<file path="config.mk">
export PLATFORM = sky130hd
export DESIGN_NAME = ahb3lite_ifetch
export DESIGN_NICKNAME = d
export VERILOG_FILES = /design/src/rtl/ahb3lite_ifetch.sv
export SDC_FILE = /design/constraint.sdc
export NUM_CORES = 1
export LEC_CHECK = 0
export BUFFER_PORTS_ARGS = -buffer_cell sky130_fd_sc_hd__clkbuf_2
export CAP_MARGIN = 40
export CORE_UTILIZATION = 35
export DETAILED_ROUTE_END_ITERATION = 16
export PLACE_DENSITY = 0.57
export SKIP_LAST_GASP = 1
export SYNTH_ARGS = -nofsm -noshare
export SYNTH_HDL_FRONTEND = slang
export SYNTH_SLANG_ARGS = --single-unit
</file>
<file path="constraint.sdc">
create_clock -name HCLK -period 5.4 [get_ports HCLK]
set_input_delay 0.81 -clock HCLK [delete_from_list [all_inputs] [get_ports HCLK]]
set_output_delay 0.81 -clock HCLK [all_outputs]
set_load 0.005 [all_outputs]
</file>
<file path="src/rtl/ahb3lite_ifetch.sv">
// AHB3-Lite instruction fetch master feeding a DEPTH-entry prefetch FIFO.
// state | meaning
// RUN   | fetching, address phases issued while credit remains
// HOLD  | credit exhausted, HTRANS held IDLE
// ERR   | bus error returned, fetching stopped until flush_i
module ahb3lite_ifetch #(
    parameter int                    HADDR_SIZE = 32,
    parameter int                    HDATA_SIZE = 32,
    parameter int                    DEPTH      = 4,
    parameter logic [HADDR_SIZE-1:0] RESET_PC   = '0
) (
    input  logic                  HCLK,
    input  logic                  HRESETn,
    output logic [HADDR_SIZE-1:0] HADDR,
    output logic [1:0]            HTRANS,
    output logic                  HWRITE,
    output logic [2:0]            HSIZE,
    output logic [2:0]            HBURST,
    output logic [3:0]            HPROT,
    output logic [HDATA_SIZE-1:0] HWDATA,
    input  logic [HDATA_SIZE-1:0] HRDATA,
    input  logic                  HREADY,
    input  logic                  HRESP,
    input  logic                  flush_i,
    input  logic [HADDR_SIZE-1:0] flush_pc_i,
    output logic [HDATA_SIZE-1:0] inst_o,
    output logic [HADDR_SIZE-1:0] inst_pc_o,
    output logic                  inst_err_o,
    output logic                  inst_valid_o,
    input  logic                  inst_ready_i
);
    localparam int PW = $clog2(DEPTH);
    localparam int CW = $clog2(DEPTH + 1);
    localparam logic [HADDR_SIZE-1:0] BYTES = HADDR_SIZE'(HDATA_SIZE / 8);
    localparam logic [1:0] TR_IDLE   = 2'b00;
    localparam logic [1:0] TR_NONSEQ = 2'b10;
    localparam logic [1:0] TR_SEQ    = 2'b11;

    typedef enum logic [1:0] {RUN, HOLD, ERR} state_t;

    state_t                  state;
    logic [1:0]              htrans_q;
    logic [HADDR_SIZE-1:0]   haddr_q, next_pc, flush_pc, d_pc, tgt_pc;
    logic                    flush_pend, d_valid, d_disc;
    logic [HDATA_SIZE-1:0]   mem_data [DEPTH];
    logic [HADDR_SIZE-1:0]   mem_pc   [DEPTH];
    logic                    mem_err  [DEPTH];
    logic [PW-1:0]           wptr, rptr;
    logic [CW-1:0]           count, count_n;
    logic [CW:0]             inflight;
    logic                    pop, a_valid, redirect, wr, wr_err, err_first;
    logic                    d_valid_n, credit, issue, nonseq_n;

    assign HADDR  = haddr_q;
    assign HTRANS = htrans_q;
    assign HWRITE = 1'b0;
    assign HSIZE  = 3'($clog2(HDATA_SIZE / 8));
    assign HBURST = 3'b001;
    assign HPROT  = 4'b0000;
    assign HWDATA = '0;

    assign inst_valid_o = (count != '0);
    assign inst_o       = mem_data[rptr];
    assign inst_pc_o    = mem_pc[rptr];
    assign inst_err_o   = inst_valid_o && mem_err[rptr];

    assign pop       = inst_valid_o && inst_ready_i;
    assign a_valid   = htrans_q[1];
    assign redirect  = flush_i || flush_pend;
    assign tgt_pc    = flush_i ? flush_pc_i : (flush_pend ? flush_pc : next_pc);
    assign wr        = HREADY && d_valid && !d_disc && !flush_i;
    assign wr_err    = wr && HRESP;
    // First cycle of the two-cycle ERROR response: cancel the pending address.
    assign err_first = !HREADY && d_valid && !d_disc && HRESP && !flush_i;
    assign d_valid_n = HREADY ? a_valid : d_valid;
    assign count_n   = flush_i ? '0 : count + CW'(wr) - CW'(pop);
    assign inflight  = {1'b0, count_n} + (CW+1)'(d_valid_n);
    assign credit    = inflight < (CW+1)'(DEPTH);
    assign issue     = HREADY && credit && !wr_err && (state != ERR || flush_i);
    assign nonseq_n  = redirect || !a_valid || (tgt_pc[9:0] == 10'd0);

    always_ff @(posedge HCLK) begin
        if (wr) begin
            mem_data[wptr] <= HRESP ? '0 : HRDATA;
            mem_pc[wptr]   <= d_pc;
            mem_err[wptr]  <= HRESP;
        end
    end

    always_ff @(posedge HCLK or negedge HRESETn) begin
        if (!HRESETn) begin
            state      <= RUN;
            htrans_q   <= TR_IDLE;
            haddr_q    <= RESET_PC;
            next_pc    <= RESET_PC;
            flush_pend <= 1'b0;
            flush_pc   <= RESET_PC;
            d_valid    <= 1'b0;
            d_disc     <= 1'b0;
            d_pc       <= RESET_PC;
            wptr       <= '0;
            rptr       <= '0;
            count      <= '0;
        end else begin
            count <= count_n;
            if (flush_i) begin
                wptr <= '0;
                rptr <= '0;
            end else begin
                if (wr)  wptr <= wptr + 1'b1;
                if (pop) rptr <= rptr + 1'b1;
            end

            if (HREADY) begin
                d_valid <= a_valid;
                d_pc    <= haddr_q;
                d_disc  <= flush_i || flush_pend || wr_err;
            end else if (flush_i) begin
                d_disc <= 1'b1;
            end

            if (HREADY) begin
                if (issue) begin
                    htrans_q   <= nonseq_n ? TR_NONSEQ : TR_SEQ;
                    haddr_q    <= tgt_pc;
                    next_pc    <= tgt_pc + BYTES;
                    flush_pend <= 1'b0;
                end else begin
                    htrans_q <= TR_IDLE;
                    if (flush_i) begin
                        flush_pend <= 1'b1;
                        flush_pc   <= flush_pc_i;
                    end
                end
            end else begin
                if (err_first) htrans_q <= TR_IDLE;
                if (flush_i) begin
                    flush_pend <= 1'b1;
                    flush_pc   <= flush_pc_i;
                end
            end

            if (flush_i)
                state <= RUN;
            else if (err_first || wr_err)
                state <= ERR;
            else if (state != ERR && HREADY)
                state <= issue ? RUN : HOLD;
        end
    end
endmodule

</file>
==> results of run 1 <==
==> cells by family (layout without fill, tap and decap cells) <==
| family | after synthesis | in the layout | share of synthesized area |
|---|---|---|---|
| DFF | 400 | 400 | 0.668 |
| muxes | 168 | 168 | 0.155 |
| xor gates and xnor gates | 15 | 15 | 0.00865 |
| AOI/OAI and AO/OA | 100 | 100 | 0.0392 |
| other | 2 | 43 | 0.000444 |
| and+or+nand+nor | 274 | 274 | 0.0808 |
| adders and majority gates | 9 | 9 | 0.00710 |
| buffers and inverters | 113 | 281 | 0.0409 |
==> state kept, by name (all words and copies together) (netlist names), 2 cells and up <==
signal / count
HADDR: 32
HTRANS: 2
count: 3
d_pc: 32
flush_pc: 32
mem_data: 128
mem_err: 4
mem_pc: 128
next_pc: 30
rptr: 2
state: 2
wptr: 2
==> worst max path at each step <==
| stage | start | end | cells after the start |
|---|---|---|---|
| floorplan | HREADY | next_pc[28] | 15 |
| global placement | HREADY | HADDR[7] | 15 |
| detailed placement | HREADY | next_pc[8] | 15 |
| CTS | count[2] | next_pc[8] | 12 |
| global route | count[2] | next_pc[7] | 12 |
| finish | count[2] | next_pc[8] | 12 |
==> worst max-delay path: stages, from the launching register on <==
cell and delay (ps):
dfrtp_1 400, or3_1 500, and2_1 250, ha_1 290, inv_1 40, ha_1 180
fa_1 350, xor3_1 360, nor2_1 260, a211o_2 680, buf_4 300, buf_12 210
o21ai_0 130
==> where the power goes <==
group | switching, mW | internal, mW
Clock | 1.22 | 1.88
Sequential | 0.515 | 3.84
Combinational | 1.07 | 1.07
==> layer usage <==
layer / vias up / wire length, um
met3: 48 / 1810
met5: - / 13
li1: 4322 / -
met1: 4778 / 17000
met4: 2 / 654
met2: 201 / 17200
==> layout make-up <==
type,instances,share of cell area
clock buffers,55,0.0593
inverters,11,0.00209
well taps,615,0.0389
multi-input cells,609,0.258
flip-flops and latches,400,0.572
repair buffers,190,0.0533
clock inverters,25,0.0164
==> placed cells by master, fill, tap and decap left out, drive strengths merged, types with 12 or more instances in the layout <==
cell type  instances
clkinv            12
buf               23
mux2              70
inv               13
nor2b             36
edfxtp           260
conb              43
mux2i             33
o21ai             49
dfrtp            140
clkbuf           222
nand2            126
mux4              65
nand4             15
nor2              39
==> summary.md, run 1 <==
| Metric | Value |
|---|---|
| CTS max path bufs | `3` |
| Routed WL per cell | `19.2 um` |
| Post-Place Cells | `around 1,800` |
| Dpl hpwl | `23,200 um` |
| Total Routing Usage GR | `0.150` |
| Max-cap viol count | `0` |
| Die Y | `~220 um` |
| # fillers | `4,392` |
| CTS root buf | `clkbuf_16` |
| Fmax | `roughly 240 MHz` |
| Post-route DRC | `0` |
| CTS tree | `built` |
| Area Growth Syn to Fin | `16.9%` |
| RSZ-0062 raised after global routing | `false` |
| EDFF count, synth | `260` |
| VDD IR max | `between 0.2 and 0.25 mV` |
| GR Overflow Total | `0` |
| RR Startpoint | `count[2]` |
| Worst Path Arrival | `4550 ps` |
| Layout cells sized above 1 | `0.332` |
| Lkg Pwr | `7.58 nW` |
| Pre-CTS setup slack | `983 ps` |
| Yosys synthesis warning count | `0` |
| Post-cts sizing count | `0` |
| Largest net degree at the start of global routing | `87` |
| Finished Core Util | `0.414` |
| Hold-fix buffers, CTS | `0` |
| Vias in the first global route | `9,411` |
| Reg2Reg Depth | `12` |
| Worst-Margin Slew | `784 ps` |
| Post-route insts no fill | `1,905` |
| GRT met1 Usage | `0.209` |
| Post-CTS Setup Inserts | `0` |
| Vias/cell | `4.91` |
| Max_slew headroom | `0.477` |
| 1st-iter DRT viols | `approximately 520` |
| Initial Utilization | `0.355` |
| R2R Setup Slk | `1290 ps` |
| Fin crit period | `4110 ps` |
| Synth cell types | `66` |
| Busiest grt layer | `met2` |
| Pwr per Cell Area | `484 nW/um^2` |
| Top post-synthesis cells by count | `edfxtp_1 (260), dfrtp_1 (140), nand2_1 (126), mux2_2 (70), mux4_2 (65)` |
| H-tree Lvls | `2` |
| N_diodes | `0` |
| Clk sink count | `400` |
| First-pass GRT wire length | `56,700 um` |
| Register area | `11,300 um^2` |
| Status | `finished, final reports clean` |
| Initial antenna violation count | `1` |
| Ys flop type | `edfxtp_1` |
| Setup TNS | `0 ps` |
| Clock transition at the registers of the reported paths | `60 ps` |
| Mapped Cells | `1,081` |
| Crit path capture type | `register` |
| Worst Clk Skew | `18.6 ps` |
| Mean post-synth cell area | `15.7 um^2` |
| Sequential area share after synthesis | `0.668` |
| Final WS setup | `1290 ps` |
| WL final | `36,600 um` |
| Final setup violation count | `0` |
| Worst endpoint required time | `a little under 6000 ps` |
| GP Congestion | `about 0.78` |
| Worst setup SP type | `register` |
| Mapped Area | `16,900 um^2` |
| Area occupied by multi-input gates | `5100 um^2` |
| Hold Fails Final Rpt | `0` |
| Full die area | `slightly below 50,000 um^2` |
| Overall power | `9.59 mW` |
| Grt met2 use | `0.236` |
| Area leader, netlist | `edfxtp_1` |
| Placed Area | `between 15,000 and 20,000 um^2` |
| WS Path Type | `reg -> reg` |
| Crit-path max FO | `46` |
| GR Layer Usage met3 | `0.0360` |
| # port buffers | `169` |
| Chip Width | `222 um` |
| # nets final | `around 1,300` |
| Seq cells post-synth | `400` |
| Final Hold Slack | `about 110 ps` |
| Drt first pass iters | `7` |
| Top post-synthesis cells by area | `edfxtp_1 (46%), dfrtp_1 (21%), mux4_2 (8.6%)` |
| Vias | `around 9,400` |
| Final ANT Viol Nets | `0` |
| Worst-skew pair later-pin latency | `around 570 ps` |
| Final Cell Area | `slightly below 20,000 um^2` |
| RR Endpoint | `next_pc[8]` |
| Asr flop ratio synth | `0.350` |
| Share of the synthesized area in the top cell type | `0.461` |
| Top-count cell post-synth | `edfxtp_1` |
| CTS Buf Count | `43` |
| Worst Hold Class | `in -> async` |
| Num ports | `roughly 210` |
| Placeable Area | `around 48,000 um^2` |
| Period utilisation layout | `0.761` |
| # rows | `80` |
| Slew Viols, Final | `0` |
Power figures use the tool's default switching activity.
==> inputs of run 2 (changes only) <==
- clock period: 5.4 -> 3.81 ns (I/O delays scaled with it)
==> run 2 against run 1 <==
Compared with the run above: clock power is 31% higher; die area unchanged; critical path type unchanged; core utilization about the same; sequential cell count unchanged; combinational power rose by 45%; global-route usage is 0.25 points higher; critical path depth is 1 higher; highest routed layer is now met4; wire length rose by 0.90%.
==> summary.md, run 2 (synthesis gave the netlist of run 1 again) <==
| Metric | Value |
|---|---|
| RR Endpoint | `next_pc[15] (was next_pc[8])` |
| VDD IR max | `0.283 mV (was 0.207 mV)` |
| Crit-path max FO | `12 (was 46)` |
| Total Routing Usage GR | `0.152 (was 0.150)` |
| WL final | `37,000 um (was 36,600 um)` |
| CTS tree | `built (unchanged)` |
| Crit path capture type | `register (unchanged)` |
| Clk network pwr share | `0.305 (was 0.323)` |
| Num ports | `213 (unchanged)` |
| Final WS setup | `198 ps (was 1290 ps)` |
| Initial Utilization | `0.355 (unchanged)` |
| Crit path largest cell delay | `510 ps (was 680 ps)` |
| # fillers | `4,360 (was 4,392)` |
| Dpl hpwl | `24,300 um (was 23,200 um)` |
| Clock transition at the registers of the reported paths | `60 ps (about the same)` |
| Worst setup SP type | `register (unchanged)` |
| Initial antenna violation count | `0 (was 1)` |
| Flop pwr share | `0.462 (was 0.454)` |
| # port buffers | `169 (unchanged)` |
| Slowest CP cell | `or3_1 (was a211o_2)` |
| # nets final | `1,347 (was 1,334)` |
| Sw frac | `0.296 (was 0.292)` |
| Vias/cell | `4.89 (was 4.91)` |
| Worst Path Arrival | `4040 ps (was 4550 ps)` |
| Vias | `9,363 (was 9,351)` |
| Logic pwr share | `0.234 (was 0.223)` |
| Worst-path cell chain | `or3_1, and2_1, ha_1, inv_1, ha_1, fa_1, xor3_1, nor2_1, buf_4, a211oi_4, buf_4, nand2_1, o311ai_0 (was or3_1, and2_1, ha_1, inv_1, ha_1, fa_1, xor3_1, nor2_1, a211o_2, buf_4, buf_12, o21ai_0)` |
| Routed WL per cell | `19.3 um (was 19.2 um)` |
| Period utilisation layout | `0.948 (was 0.761)` |
| Clk sink count | `400 (unchanged)` |
| First-pass GRT wire length | `57,500 um (was 56,700 um)` |
| Reg2Reg Depth | `13 (was 12)` |
| Area Growth Syn to Fin | `16.9% (about the same)` |
| Fin crit period | `3610 ps (was 4110 ps)` |
| Pwr per Cell Area | `673 nW/um^2 (was 484 nW/um^2)` |
| Drt first pass iters | `5 (was 7)` |
| 1st-iter DRT viols | `554 (was 522)` |
| NetSw | `3.94 mW (was 2.80 mW)` |
| GP Congestion | `0.787 (was 0.781)` |
| Largest net degree at the start of global routing | `83 (was 87)` |
| N_diodes | `0 (unchanged)` |
| Full die area | `49,200 um^2 (unchanged)` |
| Worst endpoint required time | `4240 ps (was 5840 ps)` |
| P_int | `9.38 mW (was 6.78 mW)` |
| Setup TNS | `0 ps (unchanged)` |
| RSZ-0062 raised after global routing | `false (unchanged)` |
| Pre-CTS setup slack | `126 ps (was 983 ps)` |
| Vias in the first global route | `9,370 (was 9,411)` |
| Post-CTS Setup Inserts | `0 (unchanged)` |
| Final setup violation count | `0 (unchanged)` |
| Status | `finished, final reports clean (unchanged)` |
| WS Path Type | `reg -> reg (unchanged)` |
| Lkg Pwr | `7.60 nW (was 7.58 nW)` |
| GR Overflow Total | `0 (unchanged)` |
| Most common cell after layout, fill and taps aside | `edfxtp_1 (unchanged)` |
| H-tree Lvls | `2 (unchanged)` |
| CTS Buf Count | `41 (was 43)` |
| Final ANT Viol Nets | `0 (unchanged)` |
| CP endpoint | `next_pc[15] (was next_pc[8])` |
| Chip Width | `222 um (unchanged)` |
| R2R Setup Slk | `200 ps (was 1290 ps)` |
| Worst Setup SP | `count[2] (unchanged)` |
| Max_slew headroom | `0.447 (was 0.477)` |
| Slew Viols, Final | `0 (unchanged)` |
| Placeable Area | `47,700 um^2 (unchanged)` |
| Fmax | `277 MHz (was 243 MHz)` |
| Worst Clk Skew | `9.66 ps (was 18.6 ps)` |
| Worst-Margin Slew | `829 ps (was 784 ps)` |
| Layout cells sized above 1 | `0.337 (was 0.332)` |
| RR Startpoint | `count[2] (unchanged)` |
| Hold Fails Final Rpt | `0 (unchanged)` |
| # rows | `80 (unchanged)` |
| Worst Hold Class | `in -> reg (was in -> async)` |
| Worst-skew pair later-pin latency | `550 ps (was 570 ps)` |
| Top flop regs | `mem_data x128, mem_pc x128 (unchanged)` |
| Die Y | `222 um (unchanged)` |
| CTS max path bufs | `3 (unchanged)` |
| Post-route DRC | `0 (unchanged)` |
| Most frequent cells in the layout | `edfxtp_1 (260), clkbuf_2 (167), dfrtp_1 (137) (unchanged)` |
| Max-cap viol count | `0 (unchanged)` |
| CTS root buf | `clkbuf_16 (unchanged)` |
[run 2: cell count changes in the layout (fill, tap and decap cells not counted), sizes merged]
cell / before / now
dlygate4sd3: 0 / 1
clkbuf: 222 / 223
buf: 23 / 37
clkinvlp: 4 / 3
bufinv: 7 / 4
inv: 13 / 12
[run 2: critical path: cells and delay by family (launching register included)]
family                     cells  cell delay, ps
AOI/OAI and AO/OA              2             550
xor gates and xnor gates       1             380
adders and majority gates      3             820
buffers and inverters          3             450
DFF                            1             400
and+or+nand+nor                4             900
[run 2: worst min path at each step]
stage | start | to | slack, ps | cells past startpoint
after CTS | flush_pc_i[28] | flush_pc[28] | 230 | 2
after floorplan | HRESETn | HADDR[0] | 280 | 0
after global routing | flush_pc_i[8] | flush_pc[8] | 250 | 2
final | flush_pc_i[28] | flush_pc[28] | 270 | 2
after global placement | next_pc[10] | next_pc[10] | 470 | 2
after detailed placement | HRESETn | flush_pc[21] | 430 | 1
[run 2: through the flow]
step	cell area, um^2	utilization	power (mW)	hold slack, ps	instances
floorplan	17100	-	8.13	276	1122
global placement	18400	0.385	9.32	474	1838
detailed placement	18400	0.386	9.39	427	1839
CTS	19800	0.414	13.5	225	1916
global route	19800	0.415	14.1	255	1916
finish	19800	0.415	13.3	268	1916
[run 2: cell type report]
cell class	instances	area (um^2)	area share
clock buffers	56	1140	0.0578
clock inverters	20	218	0.0110
inverters	11	41.3	0.00209
multi-input cells	609	5110	0.258
flip-flops and latches	400	11300	0.572
well taps	615	769	0.0389
repair buffers	205	1190	0.0599
[run 2: layer usage]
layer / vias to the layer above / GRT usage / wire (um)
met3: 37 / 0.0319 / 1870
met5: - / 0 / 0
met1: 4756 / 0.213 / 17100
met4: 0 / 0.0473 / 648
met2: 225 / 0.239 / 17300
li1: 4345 / - / -
[run 2: power by group through the flow]
stage	Sequential (mW)	Combinational, mW	Clock (mW)
6_report	6.15	3.11	4.06
5_1_grt	6.26	3.46	4.34
4_1_cts	6.16	3.16	4.20
3_5_place_dp	6.24	3.15	0
3_3_place_gp	6.22	3.10	0
2_1_floorplan	5.86	2.27	0
[run 2: what timing repair did]
| action | CTS | global route |
|---|---|---|
| hold endpoints to repair | 15 | 0 |
| gates resized for setup | 0 | 2 |
| endpoints found under the setup margin | 0 | 5 |
| hold buffers | 1 | 0 |
